`config.mk`:
```
export PLATFORM = sky130hd
export DESIGN_NAME = array_32_port_ctrl
export DESIGN_NICKNAME = d
export VERILOG_FILES = /design/src/rtl/array_32_port_ctrl.sv
export SDC_FILE = /design/constraint.sdc
export NUM_CORES = 1
export LEC_CHECK = 0
export BUFFER_PORTS_ARGS = -buffer_cell sky130_fd_sc_hd__clkbuf_2
export CAP_MARGIN = 20
export CORE_AREA = 2 2 75 77
export DETAILED_ROUTE_END_ITERATION = 7
export DIE_AREA = 0 0 77 79
export PLACE_DENSITY = 0.68
export SYNTH_ARGS = -nofsm -noshare
export SYNTH_HDL_FRONTEND = slang
export SYNTH_SLANG_ARGS = --single-unit
```
`constraint.sdc`:
```
create_clock -name clock -period 1.6 [get_ports clock]
set_input_delay 0.08 -clock clock [delete_from_list [all_inputs] [get_ports clock]]
set_output_delay 0.08 -clock clock [all_outputs]
set_load 0.005 [all_outputs]
```
`src/rtl/array_32_port_ctrl.sv`:
```
// -----------------------------------------------------------------------------
// array_32_port_ctrl
//
// Sequencer and arbiter for a single-port DEPTH x DATA_W masked SRAM
// (one RW port, MASK_W write-enable bits, one per DATA_W/MASK_W-bit granule).
//
// After reset the block sweeps every entry to INIT_VAL, one write per cycle.
// Once the sweep completes it shares the RW port between a write requester
// and a read requester, granting at most one of them per cycle with
// round-robin arbitration on conflicts. Read data comes back as a single
// cycle pulse on resp_valid/resp_data the cycle after the read is granted.
//
// Ports
//   clock       in   1       sole clock, all state on posedge
//   reset       in   1       synchronous, active-high
//   init_done   out  1       1 once the init sweep has completed
//   w_valid     in   1       write request
//   w_ready     out  1       write accepted when w_valid && w_ready
//   w_addr      in   ADDR_W  write address
//   w_mask      in   MASK_W  per-granule write enable
//   w_data      in   DATA_W  write data
//   r_valid     in   1       read request
//   r_ready     out  1       read accepted when r_valid && r_ready
//   r_addr      in   ADDR_W  read address
//   resp_valid  out  1       read data valid, one pulse per accepted read
//   resp_data   out  DATA_W  read data (don't-care when resp_valid=0)
//   mem_en      out  1       SRAM enable
//   mem_wmode   out  1       SRAM 1=write, 0=read
//   mem_addr    out  ADDR_W  SRAM address
//   mem_wmask   out  MASK_W  SRAM write mask
//   mem_wdata   out  DATA_W  SRAM write data
//   mem_rdata   in   DATA_W  SRAM read data, valid the cycle after a read
//   state_dbg   out  1       controller state: 0=INIT sweep, 1=RUN
//
// Handshake: a transfer happens in every cycle where valid && ready are both
// high. ready is a combinational function of the valids and the arbitration
// state; a requester must hold its valid (and payload) stable until accepted
// and must never make valid depend on ready. The response channel has no
// ready: responses cannot be back-pressured.
// -----------------------------------------------------------------------------
module array_32_port_ctrl #(
  parameter int ADDR_W = 8,
  parameter int DEPTH  = 2 ** ADDR_W,
  parameter int DATA_W = 36,
  parameter int MASK_W = 6,
  parameter logic [DATA_W-1:0] INIT_VAL = '0
) (
  input  logic              clock,
  input  logic              reset,
  output logic              init_done,
  input  logic              w_valid,
  output logic              w_ready,
  input  logic [ADDR_W-1:0] w_addr,
  input  logic [MASK_W-1:0] w_mask,
  input  logic [DATA_W-1:0] w_data,
  input  logic              r_valid,
  output logic              r_ready,
  input  logic [ADDR_W-1:0] r_addr,
  output logic              resp_valid,
  output logic [DATA_W-1:0] resp_data,
  output logic              mem_en,
  output logic              mem_wmode,
  output logic [ADDR_W-1:0] mem_addr,
  output logic [MASK_W-1:0] mem_wmask,
  output logic [DATA_W-1:0] mem_wdata,
  input  logic [DATA_W-1:0] mem_rdata,
  output logic              state_dbg
);

  typedef enum logic {
    ST_INIT = 1'b0,
    ST_RUN  = 1'b1
  } state_t;

  // Which side won the most recent conflict. The other side wins the next one.
  typedef enum logic {
    SIDE_READ  = 1'b0,
    SIDE_WRITE = 1'b1
  } side_t;

  localparam logic [ADDR_W-1:0] LAST_ADDR = ADDR_W'(DEPTH - 1);

  state_t            state, state_nxt;
  side_t             rr_last, rr_nxt;
  logic [ADDR_W-1:0] cnt, cnt_nxt;
  logic              grant_w, grant_r;

  // ---------------------------------------------------------------------------
  // State registers
  // ---------------------------------------------------------------------------
  always_ff @(posedge clock) begin
    if (reset) begin
      state      <= ST_INIT;
      cnt        <= '0;
      rr_last    <= SIDE_WRITE;   // read is favoured at the first conflict
      resp_valid <= 1'b0;
    end else begin
      state      <= state_nxt;
      cnt        <= cnt_nxt;
      rr_last    <= rr_nxt;
      // SRAM read data lands one cycle after the read enable.
      resp_valid <= grant_r;
    end
  end

  // ---------------------------------------------------------------------------
  // Next state, arbitration and SRAM port drive
  // ---------------------------------------------------------------------------
  always_comb begin
    state_nxt = state;
    cnt_nxt   = cnt;
    rr_nxt    = rr_last;
    grant_w   = 1'b0;
    grant_r   = 1'b0;
    mem_en    = 1'b0;
    mem_wmode = 1'b0;
    mem_addr  = '0;
    mem_wmask = '0;
    mem_wdata = '0;

    unique case (state)
      ST_INIT: begin
        // Full-mask write of INIT_VAL to the entry under the sweep counter.
        mem_en    = 1'b1;
        mem_wmode = 1'b1;
        mem_addr  = cnt;
        mem_wmask = '1;
        mem_wdata = INIT_VAL;
        if (cnt == LAST_ADDR) begin
          cnt_nxt   = '0;
          state_nxt = ST_RUN;
        end else begin
          cnt_nxt = cnt + ADDR_W'(1);
        end
      end

      ST_RUN: begin
        if (w_valid && r_valid) begin
          // Conflict: alternate, and remember who won.
          if (rr_last == SIDE_WRITE) begin
            grant_r = 1'b1;
            rr_nxt  = SIDE_READ;
          end else begin
            grant_w = 1'b1;
            rr_nxt  = SIDE_WRITE;
          end
        end else begin
          grant_w = w_valid;
          grant_r = r_valid;
        end

        if (grant_w) begin
          // A zero mask still consumes the port; the array is left unchanged.
          mem_en    = 1'b1;
          mem_wmode = 1'b1;
          mem_addr  = w_addr;
          mem_wmask = w_mask;
          mem_wdata = w_data;
        end else if (grant_r) begin
          mem_en    = 1'b1;
          mem_wmode = 1'b0;
          mem_addr  = r_addr;
        end
      end

      default: begin
        state_nxt = ST_INIT;
        cnt_nxt   = '0;
      end
    endcase
  end

  // ---------------------------------------------------------------------------
  // Outputs
  // ---------------------------------------------------------------------------
  assign w_ready   = grant_w;
  assign r_ready   = grant_r;
  assign init_done = (state == ST_RUN);
  assign resp_data = mem_rdata;
  assign state_dbg = state;

endmodule

```
==> impl_metrics.toml, run 1 <==
[clock_network]
worstSkewPairLatency_ns = 0.24
cts.sinks = 11
postCtsHoldBufs = 0
clock_path_buffers = 2
numCtsBuffers = 3
clockRootBuffer = "clkbuf_8"
clk_pin_slew_worst_paths_ns = 0.05
cts_tree = "yes"
h-tree-depth = 1

[floorplan]
fp.dieH_um = 79
fp.dieW_um = 77
ios = 191
core_area_sq_um = 5340
die_area_sq_um = 6080
rows = 27
start_util_pct = 23.1

[sta]
rsz0062_at_grt = "false"
tns_ns = 0
max_freq_ghz = 0.649
min_period_ns = 1.54
hold_violations = 0
slew_headroom_pct = 84.3
setup_ws_ns = 0.0588
finalSetupViolCount = 0
slew_viol_final = 0
skew_ns = 0.00307
tightestPinTransition_ns = 0.235
finalCritPeriodShare_pct = 96.3

[grt]
antenna_found_initial = 0
grt_max_degree = 27
grt_pass1_vias = 1290
grt-ovfl-total = 0
grt_pass1_wl_um = 5900
track_usage_pct = 12.1

[pwr]
power_density_nw_per_um2 = 400
p_leak_nw = 0.960
ir_drop_mv = 0.172

[cells_and_area]
final_nets = 347
fillers = 602
final_common_cell = "clkbuf_2"
design_area_sq_um = 1730
area_delta_synth_final_pct = 40.9
final_cell_mix = "clkbuf_2 (118), and2_1 (36), nor2b_1 (10), a21oi_1 (10), dfxtp_1 (10)"
n_antenna_cell = 0
post-route-util_pct = 32.5
drive_gt1_share_pct = 53.0

[placement]
port-buffer-count = 118
placed_area_sq_um = 1620
place.gp.congestion = 0.760
dp_slack_ns = 0.0659
dp_hpwl_um = 3380

[synth]
syn_nets = 263
ys_seq_elements = 11
syn_avg_cell_area_sq_um = 7.51
yosys_warnings = 0
yosys-top-cells-area = "buf_4 (23%), and2_1 (18%), dfxtp_1 (18%)"
synth-main-ff-cell = "dfxtp_1"
synth_cell_types = 31
async_flop_share_pct = 0
yosysSeqAreaShare_pct = 17.9
mappedNetlistArea_sq_um = 1230
synth_top_area_cell = "buf_4"
syn_inst = 164
synth_edf_count = 0
synth_top_area_share_pct = 22.6

[outcome]
status = "complete, no violations"

[routing]
wl_um = 4020
drc_errors = 0
dr.first_iter.drc_count = 12
dr.pass1.iters = 4
m1WireLength_um = 1480
vias_per_cell = 4.34
wl_met2_um = 2030
dr_wl_met3_um = 390
top_layer_used = "met4"
via_count = 1386
wire_per_inst_um = 12.6
antenna_left = 0

[setup_path]
critical_path_peak_fanout = 13
crit_family = "buffers and inverters"
crit_chain = "buf_12 > nand2_2 > a21oi_4 > buf_12 > a221o_1 > clkbuf_2"
cpMostUsedCell = "buf_12"
crit_cells = 6
reg2reg_depth = 4
slowest_delay_ns = 0.35
cp.arrival_ns = 1.46
start_kind = "flip-flop"
worstSetupEndpointType = "output port"
crit_type = "reg2out"
critPathBufInv = 3
crit_slowest_cell = "dfxtp_2"
crit_required_ns = 1.52

[worst_hold_path]
hold_depth = 0
holdCritPathClass = "in2out"

[flow_run]
drv_cap = 0
## logic make-up after synthesis
kind of cell	Yosys count	synth area share (%)
simple gates	68	33.1
buf+inv	54	29.3
compound gates	25	15.0
flops	11	17.9
xor+xnor	4	2.85
mux	1	0.813
fa+ha+maj	1	1.02
## stage by stage
step,std cells,hold slack [ns],power (mW)
3_3_place_gp,313,0.160,0.418
2_1_floorplan,164,0.241,0.401
4_1_cts,318,0.160,0.703
6_report,319,0.160,0.693
3_5_place_dp,313,0.160,0.419
5_1_grt,319,0.160,0.728
## per-layer routing
metal	vias up	global-route usage, %
met5	-	0
met4	0	6.43
met3	17	4.09
met2	83	21.8
met1	612	12.5
li1	674	-
## Yosys cell counts (2+ instances only)
| cell type | count |
|---|---|
| buf_6 | 2 |
| o21ai_0 | 2 |
| clkbuf_1 | 3 |
| and2_1 | 36 |
| xnor2_1 | 2 |
| nand3_1 | 2 |
| a221o_1 | 8 |
| nand4b_1 | 2 |
| nor2b_1 | 10 |
| buf_4 | 37 |
| xor2_1 | 2 |
| or3_1 | 3 |
| nand2_1 | 5 |
| a21oi_1 | 10 |
| dfxtp_1 | 11 |
| inv_1 | 9 |
| nor2_1 | 4 |
| buf_2 | 3 |
## what timing repair did
| item | in CTS | in global routing |
|---|---|---|
| cloned | 0 | 1 |
| setup endpoints to repair | 45 | 37 |
| buffers inserted | 1 | 0 |
| resized for setup | 3 | 5 |
## final timing paths
check           startpoint  slack (ns)       endpoint
min reg2reg         cnt[6]        0.50         cnt[6]
max              init_done        0.06    mem_addr[0]
min          mem_rdata[24]        0.16  resp_data[24]
max reg2reg         cnt[0]        0.23         cnt[6]
## registers in the layout (all words and copies together) (netlist names)
| name | flops |
|---|---|
| init_done | 1 |
| resp_valid | 1 |
| rr_last | 1 |
| cnt | 8 |
## area by class of cell
cell class	count	area, sq um	share of cell area [%]
well taps	72	90.1	5.19
flip-flops and latches	11	221	12.8
multi-input cells	99	666	38.4
clock buffers	4	45.0	2.60
inverters	9	33.8	1.95
repair buffers	124	678	39.1
## power by group
group          switching, mW  internal (mW)  total [mW]  leakage, nW
Clock                  0.105          0.175       0.280       0.0228
Sequential           0.00959          0.281       0.291       0.0898
Combinational         0.0465         0.0754       0.122        0.848
Power figures use the tool's default switching activity.
==> run 2, diff against run 1 <==
--- a/config.mk
+++ b/config.mk
@@ -5,12 +5,13 @@
 export SDC_FILE = /design/constraint.sdc
 export NUM_CORES = 1
 export LEC_CHECK = 0
+export ABC_AREA = 1
 export BUFFER_PORTS_ARGS = -buffer_cell sky130_fd_sc_hd__clkbuf_2
 export CAP_MARGIN = 20
-export CORE_AREA = 2 2 75 77
+export CORE_AREA = 2 2 73 75
 export DETAILED_ROUTE_END_ITERATION = 7
-export DIE_AREA = 0 0 77 79
-export PLACE_DENSITY = 0.68
+export DIE_AREA = 0 0 75 77
+export PLACE_DENSITY = 0.73
 export SYNTH_ARGS = -nofsm -noshare
 export SYNTH_HDL_FRONTEND = slang
 export SYNTH_SLANG_ARGS = --single-unit
==> impl_metrics.toml, run 2 <==
[cells_and_area]
top_register = "cnt"
drive_gt1_share_pct = 45.2
fillers = 559
seqCellArea_sq_um = 220
final_cell_mix = "clkbuf_2 (118), nor2_1 (46), inv_1 (43)"
final_nets = 412
largest_reg_flops = 8
area_delta_synth_final_pct = 30.1
multi_input_area_sq_um = 614
final_common_cell = "clkbuf_2"
n_antenna_cell = 0

[floorplan]
fp.dieW_um = 75
fp.dieH_um = 77
rows = 26
start_util_pct = 27.0
core_area_sq_um = 4980
die_area_sq_um = 5780
ios = 191

[synth]
synth-compound-area-share_pct = 3.73
mappedNetlistArea_sq_um = 1340
syn_nets = 329
synth_fa_ha_area_share_pct = 0.932
yosysMostFrequentCell = "nor2_1"
synth_top_area_cell = "buf_4"
synth_common_cells = "nor2_1 (46), inv_1 (43), nand2_1 (42), buf_4 (37), nand3_1 (14)"
syn_avg_cell_area_sq_um = 5.84
yosys_warnings = 0
synth-main-ff-cell = "dfxtp_1"
synth_top_family_by_area = "simple AND/OR/NAND/NOR gates"
synth_cell_types = 19
synth_top_area_share_pct = 20.7
yosysSeqAreaShare_pct = 16.4
yosys-top-cells-area = "buf_4 (21%), dfxtp_1 (16%), nor2_1 (13%)"
muxShareOfSynthArea_pct = 0
synthXorXnorAreaFrac_pct = 1.30
synth_edf_count = 0
syn_inst = 230
synth_simple_gate_area_share_pct = 39.8
async_flop_share_pct = 0
ys_seq_elements = 11

[clock_network]
clk_pin_slew_worst_paths_ns = 0.05
h-tree-depth = 1
clock_path_buffers = 2
numCtsBuffers = 3
cts_resized = 0
cts.sinks = 11
cts_setup_buffers = 0
clockRootBuffer = "clkbuf_8"
postCtsHoldBufs = 0
worstSkewPairLatency_ns = 0.25
cts_tree = "yes"

[routing]
dr.pass1.iters = 5
dr.first_iter.drc_count = 38
drc_errors = 0
antenna_left = 0
vias_per_cell = 4.12
via_count = 1573
wire_per_inst_um = 10.6
wl_um = 4060

[grt]
grt-ovfl-total = 0
grt_pass1_vias = 1332
antenna_found_initial = 0
grt_max_degree = 37
track_usage_pct = 13.0
grt_pass1_wl_um = 5880

[sta]
hold_violations = 0
max_freq_ghz = 0.684
finalCritPeriodShare_pct = 91.4
slew_headroom_pct = 78.1
tightestPinTransition_ns = 0.326
slew_viol_final = 0
rsz0062_at_grt = "true"
tns_ns = 0
skew_ns = 0.00541
finalSetupViolCount = 0
min_period_ns = 1.46
setup_ws_ns = 0.137

[setup_path]
cp.arrival_ns = 1.38
reg2reg_depth = 7
crit_type = "reg2out"
crit_required_ns = 1.52
critical_path_peak_fanout = 36
worstSetupEndpointType = "output port"
start_kind = "flip-flop"

[outcome]
status = "complete, no violations"

[worst_hold_path]
hold_depth = 2
holdCritPathClass = "in2reg"

[flow_run]
drv_cap = 0

[placement]
dp_hpwl_um = 3540
dp_slack_ns = 0.336
place.gp.congestion = 0.811
port-buffer-count = 118

[pwr]
power_density_nw_per_um2 = 409
p_leak_nw = 1.13
ir_drop_mv = 0.396
p_total_mw = 0.714
==> run 2: kinds of logic (layout without fill, tap and decap cells) <==
kind of cell | after synthesis | in the layout
simple gates | 120 | 120
compound gates | 9 | 9
flops | 11 | 11
fa+ha+maj | 1 | 1
xor+xnor | 2 | 2
buf+inv | 87 | 169
==> run 2: layout make-up <==
| type | count | share of cell area (%) |
|---|---|---|
| clock buffers | 4 | 2.58 |
| inverters | 45 | 9.96 |
| multi-input cells | 132 | 35.2 |
| flip-flops and latches | 11 | 12.6 |
| well taps | 70 | 5.01 |
| repair buffers | 120 | 34.7 |
==> run 2: path summary, 6_finish.rpt <==
| kind | slack [ns] | to | from |
|---|---|---|---|
| max reg2reg | 0.35 | cnt[4] | init_done |
| min reg2reg | 0.50 | rr_last | rr_last |
| min | 0.09 | init_done | reset |
| max | 0.14 | mem_wdata[23] | rr_last |
==> run 2: metrics by stage <==
stage               instance area (sq um)  std cells  hold slack, ns  utilization (%)
finish                               1750        382          0.0889             35.1
global route                         1750        382           0.108             35.1
detailed placement                   1700        378           0.160             34.2
floorplan                            1340        230           0.149                -
global placement                     1700        378           0.160             34.2
CTS                                  1750        382          0.0852             35.1
==> run 2: per-layer routing <==
layer  wire, um  GRT usage [%]
met2       1960           22.0
met4        125           6.43
met1       1540           13.5
met5          0              0
met3        446           5.39
==> run 2: worst max-delay path: stages, from the launching register on <==
cell,delay (ns)
dfxtp_1,0.32
nand2_1,0.06
nand2_1,0.13
nor2_8,0.20
inv_6,0.14
nor2_1,0.14
clkbuf_2,0.13
==> run 2: power by group <==
group | internal [mW] | switching, mW
Combinational | 0.0746 | 0.0635
Sequential | 0.281 | 0.00659
Clock | 0.176 | 0.113
